`src/rtl/outport_rr_queue.sv`:
```
// Output-port stage of the 8x8 switch: round-robin arbitration across input lanes feeding a show-ahead FIFO.
// Optional statistics counters (word_count, stall_count) are built when OUTPORT_STATS_EN is defined.
module outport_rr_queue #(
    parameter int DATA_W     = 32,
    parameter int NUM_IN     = 8,
    parameter int FIFO_DEPTH = 4
) (
    input  logic                          clk,
    input  logic                          rst_n,
    input  logic [NUM_IN-1:0]             req_in,
    input  logic [NUM_IN*DATA_W-1:0]      payload_in,
    output logic [NUM_IN-1:0]             grant_out,
    output logic [DATA_W-1:0]             payload_out,
    output logic                          valid_out,
    input  logic                          ready_in,
    output logic [$clog2(FIFO_DEPTH):0]   fifo_count
`ifdef OUTPORT_STATS_EN
    ,
    output logic [15:0]                   word_count,
    output logic [15:0]                   stall_count
`endif
);

    localparam int PTR_W = $clog2(FIFO_DEPTH);
    localparam int CNT_W = PTR_W + 1;
    localparam int SEL_W = $clog2(NUM_IN);
    localparam logic [CNT_W-1:0] FULL_CNT = CNT_W'(FIFO_DEPTH);

    function automatic logic [SEL_W-1:0] next_lane(input logic [SEL_W-1:0] lane);
        return (lane == SEL_W'(NUM_IN - 1)) ? '0 : lane + 1'b1;
    endfunction

`ifdef OUTPORT_STATS_EN
    function automatic logic [15:0] sat_inc16(input logic [15:0] v);
        return (v == 16'hFFFF) ? v : v + 16'd1;
    endfunction
`endif

    logic [DATA_W-1:0] mem [FIFO_DEPTH];
    logic [SEL_W-1:0]  rr_ptr;
    logic [PTR_W-1:0]  wr_ptr;
    logic [PTR_W-1:0]  rd_ptr;
    logic [CNT_W-1:0]  count;

    logic              full;
    logic              rd_en;
    logic              grant_vld;
    logic [SEL_W-1:0]  grant_idx;
    logic [NUM_IN-1:0] grant;
    logic [DATA_W-1:0] wr_data;

    assign full  = (count == FULL_CNT);
    assign rd_en = valid_out && ready_in;

    // Scan lanes starting at rr_ptr; the first requester wins. Held off while full or in reset.
    always_comb begin
        int idx;
        idx       = 0;
        grant     = '0;
        grant_idx = '0;
        grant_vld = 1'b0;
        if (rst_n && !full) begin
            for (int k = 0; k < NUM_IN; k++) begin
                idx = int'(rr_ptr) + k;
                if (idx >= NUM_IN) begin
                    idx = idx - NUM_IN;
                end
                if (!grant_vld && req_in[idx[SEL_W-1:0]]) begin
                    grant_vld                  = 1'b1;
                    grant_idx                  = idx[SEL_W-1:0];
                    grant[idx[SEL_W-1:0]]      = 1'b1;
                end
            end
        end
    end

    // Only the granted (hence requesting) lane is ever selected into storage.
    assign wr_data   = payload_in[grant_idx*DATA_W +: DATA_W];
    assign grant_out = grant;

    always_ff @(posedge clk or negedge rst_n) begin
        if (!rst_n) begin
            rr_ptr <= '0;
            wr_ptr <= '0;
            rd_ptr <= '0;
            count  <= '0;
        end else begin
            if (grant_vld) begin
                rr_ptr <= next_lane(grant_idx);
                wr_ptr <= wr_ptr + 1'b1;
            end
            if (rd_en) begin
                rd_ptr <= rd_ptr + 1'b1;
            end
            case ({grant_vld, rd_en})
                2'b10:   count <= count + 1'b1;
                2'b01:   count <= count - 1'b1;
                default: count <= count;
            endcase
        end
    end

    always_ff @(posedge clk) begin
        if (grant_vld) begin
            mem[wr_ptr] <= wr_data;
        end
    end

    assign valid_out   = (count != '0);
    assign payload_out = valid_out ? mem[rd_ptr] : '0;
    assign fifo_count  = count;

`ifdef OUTPORT_STATS_EN
    always_ff @(posedge clk or negedge rst_n) begin
        if (!rst_n) begin
            word_count  <= '0;
            stall_count <= '0;
        end else begin
            if (grant_vld) begin
                word_count <= sat_inc16(word_count);
            end
            if ((|req_in) && full) begin
                stall_count <= sat_inc16(stall_count);
            end
        end
    end
`endif

endmodule

```
`config.mk`:
```
export PLATFORM = sky130hd
export DESIGN_NAME = outport_rr_queue
export DESIGN_NICKNAME = d
export VERILOG_FILES = /design/src/rtl/outport_rr_queue.sv
export SDC_FILE = /design/constraint.sdc
export NUM_CORES = 1
export LEC_CHECK = 0
export CAP_MARGIN = 20
export CELL_PAD_IN_SITES_DETAIL_PLACEMENT = 0
export CELL_PAD_IN_SITES_GLOBAL_PLACEMENT = 1
export CORE_MARGIN = 3
export CORE_UTILIZATION = 37
export CTS_CLUSTER_SIZE = 14
export DETAILED_ROUTE_END_ITERATION = 8
export PLACE_DENSITY_LB_ADDON = 0.1
export SLEW_MARGIN = 20
export SYNTH_ARGS = -nofsm -noshare
export SYNTH_HDL_FRONTEND = slang
export SYNTH_SLANG_ARGS = --single-unit
```
`constraint.sdc`:
```
create_clock -name clk -period 10.9 [get_ports clk]
set_input_delay 2.18 -clock clk [delete_from_list [all_inputs] [get_ports clk]]
set_output_delay 2.18 -clock clk [all_outputs]
set_load 0.01 [all_outputs]
```
Word level (Yosys, flattened, before mapping)

Memories as Yosys holds them, arrays and structs flattened.
Index checks and enable logic that the tools add are counted.

Register bits after elaboration: 10
RAM bits: 128
Input bits: 267
Logic and storage cells: 182
Memories kept: 1

Memory list:

| memory | depth | bits a word | rd ports | clocked after Yosys merged registers in | wr ports | RTL line | source |
|---|---|---|---|---|---|---|---|
| mem    | 4     | 32          | 1        | 0                                       | 1        | 39       | `logic [DATA_W-1:0] mem [FIFO_DEPTH];` |

$add $sub $neg: 20
$lt $le $gt $ge: 24
Eq/ne operators: 4
Shifts and indexed selects: 1
Muxes and demuxes: 94
Bitwise gates (word level): 7
Reduce and logical (&&, ||, !) cells: 27

Operators with widths:

| kind                                                | number |
|---|---|
| indexed part select 256 x 9 -> 32 bit               | 1 |
| 2-to-1 mux 8 bit                                    | 16 |
| 2-to-1 mux 3 bit                                    | 26 |
| OR 8 bit                                            | 7 |
| 2-to-1 mux 1 bit                                    | 34 |
| < comparator 3 x 4 -> 1 bit, second input constant  | 8 |
| 2-to-1 mux 32 bit                                   | 1 |
| >= comparator 4 bit, second input constant          | 7 |
| subtractor 3 x 1 -> 3 bit, second input constant    | 9 |
| binary-select mux 1 bit (select 3 bit)              | 8 |
| demux 1 bit (select 3 bit)                          | 8 |
| >= comparator 3 x 1 -> 1 bit, second input constant | 8 |
| logical AND 1 bit                                   | 17 |
| adder 3 x 3 -> 4 bit, second input constant         | 4 |
| adder 3 x 2 -> 4 bit, second input constant         | 2 |
| logical NOT 1 bit                                   | 8 |
| adder 3 x 1 -> 3 bit, second input constant         | 2 |
| == test 3 bit, second input constant                | 2 |
| case mux 3 bit (2 select lines)                     | 1 |
| adder 2 x 1 -> 2 bit, second input constant         | 2 |
| adder 3 x 1 -> 4 bit, second input constant         | 1 |
| >= comparator 3 x 4 -> 1 bit, second input constant | 1 |
| nonzero test 3 bit                                  | 1 |
| == test 2 x 1 -> 1 bit, second input constant       | 1 |
| other kinds (2)                                     | 2 |

Logic depth before layout (Yosys ltp)

Gate-level depths: netlist (run 1).

Depth after elaboration: 38
Depth in mapped cells: 17
Gate-level depth less buffers: 15

Least setup slack after synthesis (run 1)

No wires, ideal clock.

Path kind: in2out
From: in req_in[7]
To: out grant_out[6]
Data arrival time: 4.383 ns
Data required time: 8.720 ns
Path slack: 4.337 ns
Cell stages on the path: 9
Cells stage by stage: mux2_2 > mux4_2 > nor2_2 > nand2_1 > or3b_1 > mux2i_1 > mux2i_1 > and2_1 > a211oi_1

Word-level cells in the longest chain between the ends: 32
Elaborated cells on any way between the ends: 67

RTL lines:

| item                                   | RTL line | source |
|---|---|---|
| from (decl)                            | 10       | `input logic [NUM_IN-1:0] req_in,` |
| binary-select mux 1 bit (select 3 bit) | 68       | `if (!grant_vld && req_in[idx[SEL_W-1:0]]) begin` |
| 2-to-1 mux 1 bit (not written as such) | 68       |  |
| 2-to-1 mux 1 bit                       | 68       |  |
| 2-to-1 mux 1 bit                       | 62       | `if (rst_n && !full) begin` |
| logical NOT 1 bit                      | 68       |  |
| logical AND 1 bit                      | 68       |  |
| 2-to-1 mux 1 bit                       | 68       |  |
| 2-to-1 mux 1 bit                       | 62       |  |
| [... 16 more ...]                      | -        |  |
| logical NOT 1 bit                      | 68       |  |
| logical AND 1 bit                      | 68       |  |
| 2-to-1 mux 1 bit                       | 68       |  |
| 2-to-1 mux 1 bit                       | 62       |  |
| logical NOT 1 bit                      | 68       |  |
| logical AND 1 bit                      | 68       |  |
| 2-to-1 mux 8 bit (*)                   | 68       |  |
| 2-to-1 mux 8 bit (*)                   | 62       |  |
| to (decl)                              | 12       | `output logic [NUM_IN-1:0] grant_out,` |

Mark *: on every way between the ends. The rest lies on a longest branch, timed or not. The select of a mux whose other input is x is not followed.

Worst setup path in the final report (run 1)

From: in req_in[0]
To: out grant_out[6]

Same word-level chain as after synthesis.

==> summary.md, run 1 <==
| Metric | Value |
|---|---|
| # rows | 55 |
| Total gr overflow | 0 |
| DRT antenna net count | 0 |
| Reg-to-reg startpoint | rr_ptr[1]$_DFFE_PN0P_ |
| Delay-heaviest family, CP | simple AND/OR/NAND/NOR gates |
| Max Buffers Root-to-Sink | 2 |
| Post-CTS resize count | 0 |
| CP arrival | ~5700 ps |
| Setup crit start kind | input port |
| Worst vdd ir | about 0.16 mV |
| Routed len/inst | between 20 and 25 µm |
| H-Tree Depth | 4 |
| Post-synth top area cell | edfxtp_1 |
| Syn_nets | ~1,200 |
| 1st-iter DRT viols | 602 |
| Outcome | finished clean |
| Most used cell, CP | mux2i_1 |
| Via count | just under 8,000 |
| Worst skew pair latency | between 400 and 500 ps |
| Hold Crit Endpoint | fifo_count[2]$_DFFE_PN0P_ |
| Mean post-synth cell area | around 10 µm² |
| Most common cell after layout, fill and taps aside | clkdlybuf4s50_1 |
| Mapped Area | 0.00874 mm² |
| Most frequent cells in the layout | clkdlybuf4s50_1 (310), nand2_1 (276), edfxtp_1 (128) |
| Clock slew at reported path FFs | around 60 ps |
| Slew of the pin with the lowest slew margin | roughly 960 ps |
| CTS Buf Count | 17 |
| Asr flop ratio synth | 0.0725 |
| Core ar. | 0.0229 mm² |
| PD cells | about 320 mW/mm² |
| Top cell type's share of synthesized area | 0.440 |
| Gpl congestion | a little under 0.9 |
| Crit. path cell count | 11 |
| Critical path cell sequence | clkdlybuf4s50_1, mux2i_1, mux2i_1, nor4_1, nand2_1, or3b_1, mux2i_1, mux2i_1, and2_1, a211oi_1, clkdlybuf4s50_1 |
| Primary FF master, synth | edfxtp_1 |
| Setup CP Type | in2out |
| Largest net degree at the start of global routing | 94 |
| Req. time, crit path | roughly 8700 ps |
| Flop2flop setup slack | 5020 ps |
| Pleak | 4.58 nW |
| Distinct cell type count after synthesis | 52 |
| Worst slew margin | 0.360 |
| Ranking of synthesized cells by area | edfxtp_1 (44%), nand2_1 (12%), mux4_2 (11%) |
| DRT Pass-1 Iters | 5 |
| Worst path slowest cell | clkdlybuf4s50_1 |
| Peak Freq | 127 MHz |
| Initial core utilization | 0.381 |
| Die area | roughly 0.025 mm² |
| Ports | 311 |
| Total wire length | ~30,000 µm |
| Setup TNS | 0 ps |
| PortBufs | 310 |
| Die W | 160 µm |
| Vias/cell | approximately 5.3 |
| Post-CTS Setup Bufs | 0 |
| Max-cap violations | 0 |
| Clk Tree Root Cell | clkbuf_16 |
| Post-synthesis register bit count | about 140 |
| Worst Hold Slack | between 500 and 600 ps |
| GRT Total Usage | 0.229 |
| Setup Skew | 9.40 ps |
| Share of cells above drive strength 1 | 0.0870 |
| Detailed-route DRC error count | 0 |
| Post-DP HPWL | 21,800 µm |
| Initial antenna violation count | 2 |
| Sequential share of the synthesized area | 0.469 |
| CTS tree | yes |
| Post-layout min period | ~7900 ps |
| # setup viols final | 0 |
| Fin. Hold Viols | 0 |
| YS warnings | 0 |
| CTS sink count | between 100 and 150 |
| Cells after Synth | 875 |
| Vias in the first global route | 7,850 |
| CP Capture Type | output pin |
| Nets@finish | 1,428 |
| Area added between synthesis and finish | 44.6% |
| Buffers and inverters on the worst path | 2 |
| # hold bufs at CTS | 0 |
| Post-synth EDFFs | 128 |
| Crit-path max cell delay | about 590 ps |
| HP Start | fifo_count[2]$_DFFE_PN0P_ |
| CP Max Fanout | 5 |
| WHS Path Cells | 1 |
| Die H | 160 µm |
| Crit Reg-Reg Endpoint | mem[0][25]$_DFFE_PP_ |
| Final period util | 0.722 |
| Worst r2r path cells | 13 |
| Hold/Removal Path Class | reg2reg |
| Global-route wire length before repair | 45,400 µm |
| Max Slew Vio Count | 0 |
| RSZ-0062 raised after global routing | no |
| Final Core Density | 0.551 |
==> synthesized netlist by cell type (all sizes together) (2+ instances only) <==
library cell	instances
nor3	2
a32o	33
mux4	41
and2	43
dfrtp	10
edfxtp	128
xor2	4
nor2	13
a21oi	11
mux2	8
a32oi	2
a31oi	33
clkbuf	40
nand2	276
o21a	3
and3	2
mux2i	20
nor2b	3
nand3	99
a22oi	3
inv	18
o21ai	13
ha	12
xnor2	5
buf	27
a211oi	5
a31o	2
o211ai	4
==> final cells by class <==
cell class / instances / area [µm²]
fill: 2088 / 10300
multi-input combinational: 651 / 4310
sequential: 138 / 4100
antenna: 1 / 2.50
clock inverter: 15 / 148
clock buffer: 17 / 425
timing repair buffer: 321 / 3190
inverter: 19 / 71.3
tap: 313 / 392
==> where the power goes <==
part	switching (W)	total, W	internal [W]	leakage, nW
combinational	0.00141	0.00244	0.00104	3.02
sequential	0.0000814	0.00107	0.000992	1.29
clock	0.000221	0.000557	0.000336	0.273
==> worst max path at each step <==
| stage | endpoint | slack, ps | from |
|---|---|---|---|
| 3_3_place_gp | grant_out[6] | 3120 | req_in[0] |
| 4_1_cts | grant_out[6] | 3080 | req_in[0] |
| 2_1_floorplan | grant_out[6] | 4340 | req_in[7] |
| 3_5_place_dp | grant_out[6] | 3100 | req_in[2] |
| 5_1_grt | grant_out[6] | 2720 | req_in[0] |
| 6_report | grant_out[6] | 3030 | req_in[0] |
==> metal layers <==
layer | global-route usage | wire length (µm)
met5 | 0 | 11
met4 | 0.0569 | 507
met3 | 0.0646 | 2180
met2 | 0.379 | 13900
met1 | 0.298 | 12900
==> sequential cells by signal (all words and copies together) (netlist names) <==
signal,count
mem,128
rr_ptr,3
fifo_count,3
wr_ptr,2
rd_ptr,2
==> logic make-up after synthesis <==
kind of cell    synth area share
mux                        0.140
xor+xnor                 0.00902
compound gates            0.0987
flops                      0.469
simple gates               0.221
fa+ha+maj                 0.0195
buf+inv                   0.0430
==> stage by stage <==
| stage | worst slack (ps) | power (W) | instance area [µm²] | cells |
|---|---|---|---|---|
| 5_1_grt | 2720 | 0.00436 | 12600 | 1475 |
| 4_1_cts | 3080 | 0.00412 | 12600 | 1473 |
| 2_1_floorplan | 4340 | 0.00265 | 8740 | 875 |
| 3_5_place_dp | 3100 | 0.00356 | 12000 | 1441 |
| 6_report | 3030 | 0.00407 | 12600 | 1475 |
| 3_3_place_gp | 3120 | 0.00354 | 12000 | 1441 |
Power figures use the tool's default switching activity.
==> run 2: changes to the inputs <==
- CORE_UTILIZATION: 37 -> 31
- clock period: 10.9 -> 6.4 ns (I/O delays scaled with it)
==> run 2 against run 1 <==
Register-to-register slack worse by 3100 ps. Critical path type unchanged. Largest cell class unchanged. Clock-buffer cell count unchanged. Total power rose by 73%. Non-clock buffer count is 4 higher.
==> summary.md, run 2 (same netlist as run 1, synthesis figures left out) <==
| Metric | Value |
|---|---|
| Worst r2r path cells | 13 |
| # hold bufs at CTS | 0 |
| Pleak | about 4.6 nW |
| GRT Total Usage | 0.191 |
| Vias/cell | between 4 and 5 |
| Post-layout min period | 5990 ps |
| Slew of the pin with the lowest slew margin | ~960 ps |
| Setup Skew | between 8 and 9 ps |
| # setup viols final | 0 |
| # rows | 60 |
| Critical path cell sequence | clkdlybuf4s50_1, mux2i_1, mux2i_1, nor4_1, nand2_1, or3b_1, mux2i_1, mux2i_1, and2_1, a211oi_1, clkdlybuf4s50_1 |
| Worst skew pair latency | 420 ps |
| Initial core utilization | 0.320 |
| DP Area | 0.0122 mm² |
| Share of cells above drive strength 1 | 0.0918 |
| Flop2flop setup slack | 1910 ps |
| Die area | 0.0302 mm² |
| CP arrival | 4710 ps |
| Most used cell, CP | mux2i_1 |
| H-Tree Depth | 4 |
| Crit-path max cell delay | 570 ps |
| Gpl congestion | about 0.86 |
| Post-CTS Setup Bufs | 0 |
| Worst path slowest cell | clkdlybuf4s50_1 |
| Core ar. | 0.0273 mm² |
| CP Capture Point | grant_out[6] |
| Max Slew Vio Count | 0 |
| Nets@finish | 1,432 |
| Outcome | finished clean |
| Clk Tree Root Cell | clkbuf_16 |
| Delay-heaviest family, CP | simple AND/OR/NAND/NOR gates |
| Die H | ~170 µm |
| CTS sink count | between 100 and 150 |
| CP Launch Point | req_in[4] |
| Vias in the first global route | about 8,000 |
| DRT Pass-1 Iters | 6 |
| Worst Hold Slack | 522 ps |
| Req. time, crit path | 5120 ps |
| Final setup margin | 413 ps |
| Max Buffers Root-to-Sink | 2 |
| Ports | about 310 |
| Detailed-route DRC error count | 0 |
| Most common cell after layout, fill and taps aside | clkdlybuf4s50_1 |
| Clock slew at reported path FFs | about 60 ps |
| Setup TNS | 0 ps |
| Final Cell Area | around 0.013 mm² |
| Final period util | 0.935 |
| Largest net degree at the start of global routing | between 100 and 150 |
| Global-route wire length before repair | 45,500 µm |
| Setup CP Type | in2out |
| RSZ-0062 raised after global routing | no |
| Die W | approximately 170 µm |
| Reg-to-reg startpoint | rr_ptr[1]$_DFFE_PN0P_ |
| Post-CTS resize count | 0 |
| CP Max Fanout | 4 |
| Max-cap violations | 0 |
| Total wire length | 29,500 µm |
| Total gr overflow | 0 |
| PD cells | around 550 mW/mm² |
| Crit Reg-Reg Endpoint | mem[1][7]$_DFFE_PP_ |
| Area added between synthesis and finish | 47.0% |
| DRT antenna net count | 0 |
| Worst vdd ir | approximately 0.3 mV |
| Routed len/inst | approximately 19 µm |
| Via count | 7,671 |
| CP Capture Type | output pin |
| Initial antenna violation count | 3 |
| Buffers and inverters on the worst path | 2 |
| 1st-iter DRT viols | around 340 |
| Worst slew margin | 0.363 |
| Largest Register | mem |
| Max FFs per register | 128 |
| Fin. Hold Viols | 0 |
| Peak Freq | 167 MHz |
| Crit. path cell count | 11 |
| Post-Place Worst Slack | roughly 470 ps |
| CTS tree | yes |
| PortBufs | just over 300 |
| Setup crit start kind | input port |
| Most frequent cells in the layout | clkdlybuf4s50_1 (310), nand2_1 (276), edfxtp_1 (128) |
| Hold/Removal Path Class | reg2reg |
| Post-DP HPWL | 21,300 µm |
| CTS Buf Count | 17 |
[run 2: layout make-up]
cell class | instances | area (µm²)
multi-input combinational | 651 | 4310
clock buffer | 17 | 425
sequential | 138 | 4100
tap | 372 | 465
clock inverter | 15 | 186
timing repair buffer | 325 | 3290
fill | 2629 | 14500
inverter | 19 | 71.3
antenna | 1 | 2.50
[run 2: how the worst min path moves through the flow]
stage,startpoint,endpoint,slack [ps],depth (start not counted)
6_report,fifo_count[2]$_DFFE_PN0P_,fifo_count[2]$_DFFE_PN0P_,520,1
5_1_grt,fifo_count[2]$_DFFE_PN0P_,fifo_count[2]$_DFFE_PN0P_,540,1
4_1_cts,fifo_count[2]$_DFFE_PN0P_,fifo_count[2]$_DFFE_PN0P_,520,1
3_5_place_dp,fifo_count[2]$_DFFE_PN0P_,fifo_count[2]$_DFFE_PN0P_,510,1
3_3_place_gp,fifo_count[2]$_DFFE_PN0P_,fifo_count[2]$_DFFE_PN0P_,500,1
2_1_floorplan,wr_ptr[0]$_DFFE_PN0P_,wr_ptr[0]$_DFFE_PN0P_,500,1
[run 2: power by group]
part / internal (W) / switching, W / total [W] / leakage, nW
clock: 0.000619 / 0.000383 / 0.00100 / 0.294
sequential: 0.00169 / 0.000162 / 0.00185 / 1.29
combinational: 0.00184 / 0.00234 / 0.00418 / 3.06
total: 0.00415 / 0.00289 / 0.00703 / 4.64
[run 2: routing by layer]
layer  global-route usage  part of all wire  vias to the layer above
met3               0.0510             0.068                       37
met5                    0            0.0012                        -
met4               0.0526             0.016                        6
met2                0.325              0.49                      253
li1                     -                 -                     3758
met1                0.242              0.43                     3617
[run 2: per-stage QoR]
stage | cells | util | power, W
final | 1538 | 0.470 | 0.00703
after global routing | 1537 | 0.470 | 0.00755
after CTS | 1537 | 0.470 | 0.00714
after detailed placement | 1505 | 0.448 | 0.00612
after global placement | 1505 | 0.448 | 0.00612
after floorplan | 875 | - | 0.00451
==> run 3: changes to the inputs <==
- CAP_MARGIN: 20 -> unset
- CORE_ASPECT_RATIO: unset -> 2
- CORE_MARGIN: 3 -> 8
==> run 3 against run 2 <==
Clock-buffer cell count rose by 1. First-iteration DRC count grew 9.6%. Largest power group unchanged. Global-route usage down 0.67 points.
==> summary.md, run 3 (same netlist as run 1, synthesis figures left out) <==
| Metric | Value |
|---|---|
| Nets@finish | around 1,400 |
| Logic pwr share | 0.602 |
| Post-DP HPWL | about 24,000 µm |
| Final period util | 0.958 |
| Worst vdd ir | between 0.2 and 0.3 mV |
| Switching part of the total | 0.416 |
| CP Capture Type | output pin |
| RSZ-0062 raised after global routing | no |
| Multi-input gate area | 0.00431 mm² |
| Total gr overflow | 0 |
| Via count | 7,826 |
| CTS sink count | roughly 140 |
| Outcome | finished clean |
| DRT antenna net count | 0 |
| Clk Tree Root Cell | clkbuf_16 |
| Die area | between 0.03 and 0.04 mm² |
| Max Slew Vio Count | 0 |
| Setup CP Type | in2out |
| Largest net degree at the start of global routing | just under 80 |
| Peak Freq | 163 MHz |
| Worst skew pair latency | ~430 ps |
| 1st-iter DRT viols | ~380 |
| Most frequent cells in the layout | clkdlybuf4s50_1 (310), nand2_1 (276), edfxtp_1 (128) |
| Post-CTS Setup Bufs | 0 |
| Most common cell after layout, fill and taps aside | clkdlybuf4s50_1 |
| Area added between synthesis and finish | 47.0% |
| H-Tree Depth | 4 |
| Ports | 311 |
| Setup Skew | a little over 9 ps |
| Total wire length | roughly 32,000 µm |
| Core ar. | 0.0280 mm² |
| Largest Register | mem |
| PortBufs | 310 |
| CTS tree | yes |
| Setup TNS | 0 ps |
| Max FFs per register | 128 |
| PD cells | around 550 mW/mm² |
| Initial core utilization | 0.312 |
| Switching power total | approximately 0.0030 W |
| Post-CTS resize count | 0 |
| Register area | between 0.004 and 0.005 mm² |
| Reg power frac | 0.256 |
| Clock slew at reported path FFs | 60 ps |
| Setup crit start kind | input port |
| Die W | ~130 µm |
| # fillers | between 2,000 and 3,000 |
| # hold bufs at CTS | 0 |
| Vias in the first global route | 8,254 |
| Pleak | ~4.7 nW |
| Vias/cell | 5.12 |
| Worst slew margin | 0.379 |
| # setup viols final | 0 |
| Fin. Hold Viols | 0 |
| Max Buffers Root-to-Sink | 2 |
| Die H | ~250 µm |
| Cell-internal power | roughly 0.0042 W |
| CP Max Fanout | 5 |
| CTS Buf Count | 17 |
| Slew of the pin with the lowest slew margin | roughly 930 ps |
| # rows | a little under 90 |
| Routed len/inst | roughly 21 µm |
| Gpl congestion | about 0.84 |
| Post-layout min period | between 6000 and 7000 ps |
| Final Core Density | 0.459 |
| CP arrival | about 4900 ps |
| Req. time, crit path | a little over 5000 ps |
| GRT Total Usage | 0.185 |
| Hold/Removal Path Class | reg2reg |
| Max-cap violations | 0 |
| # diodes | 0 |
| Clock share of power | 0.142 |
| Detailed-route DRC error count | 0 |
| Global-route wire length before repair | 48,100 µm |
| DRT Pass-1 Iters | 4 |
| Share of cells above drive strength 1 | 0.0972 |
| Initial antenna violation count | 1 |
## run 3: through the flow
step                std cells  instance area (µm²)  hold WS [ps]  power (W)  worst slack, ps
global route             1529                12800           532    0.00763             8.12
detailed placement       1497                12200           510    0.00620              275
finish                   1529                12800           516    0.00712              268
CTS                      1529                12800           519    0.00724              278
global placement         1497                12200           504    0.00615              424
floorplan                 875                 8740           498    0.00451             1640
## run 3: layout make-up
class | instances | area share
flip-flops and latches | 138 | 0.319
inverters | 19 | 0.00555
clock inverters | 14 | 0.0144
well taps | 356 | 0.0347
multi-input cells | 651 | 0.335
repair buffers | 333 | 0.258
clock buffers | 18 | 0.0334
## run 3: worst paths after layout
kind | slack, ps | end | from | cells past startpoint
min reg2reg | 520 | rd_ptr[0]$_DFFE_PN0P_ | rd_ptr[0]$_DFFE_PN0P_ | 1
max | 270 | grant_out[6] | req_in[0] | 11
min in group asynchronous | 1210 | fifo_count[0]$_DFFE_PN0P_ | rst_n | 1
min | 520 | rd_ptr[0]$_DFFE_PN0P_ | rd_ptr[0]$_DFFE_PN0P_ | 1
max reg2reg | 1850 | mem[2][2]$_DFFE_PP_ | rr_ptr[1]$_DFFE_PN0P_ | 14
max in group asynchronous | 4800 | rd_ptr[0]$_DFFE_PN0P_ | rst_n | 1
## run 3: routing by layer
layer	part of all wire	up-vias	GRT usage	wire (µm)
li1	-	3769	-	-
met1	0.42	3719	0.221	13500
met2	0.47	312	0.304	15200
met3	0.090	24	0.0675	2860
met4	0.014	2	0.0516	453
met5	0.00041	-	0	13
## run 3: worst max-delay path, cell delays in order
cell and delay, ps:
clkdlybuf4s50_1 480, mux2i_1 460, mux2i_1 240, nor4_1 470, nand2_1 160, or3b_1 450, mux2i_1 190, mux2i_1 120
and2_1 170, a211oi_1 240, clkdlybuf4s50_1 600
## run 3: power groups by stage
| stage | combinational (W) | sequential, W | clock (W) |
|---|---|---|---|
| floorplan | 0.00274 | 0.00177 | 0 |
| global placement | 0.00432 | 0.00183 | 0 |
| detailed placement | 0.00435 | 0.00185 | 0 |
| CTS | 0.00437 | 0.00183 | 0.00103 |
| global route | 0.00470 | 0.00186 | 0.00107 |
| finish | 0.00429 | 0.00182 | 0.00101 |
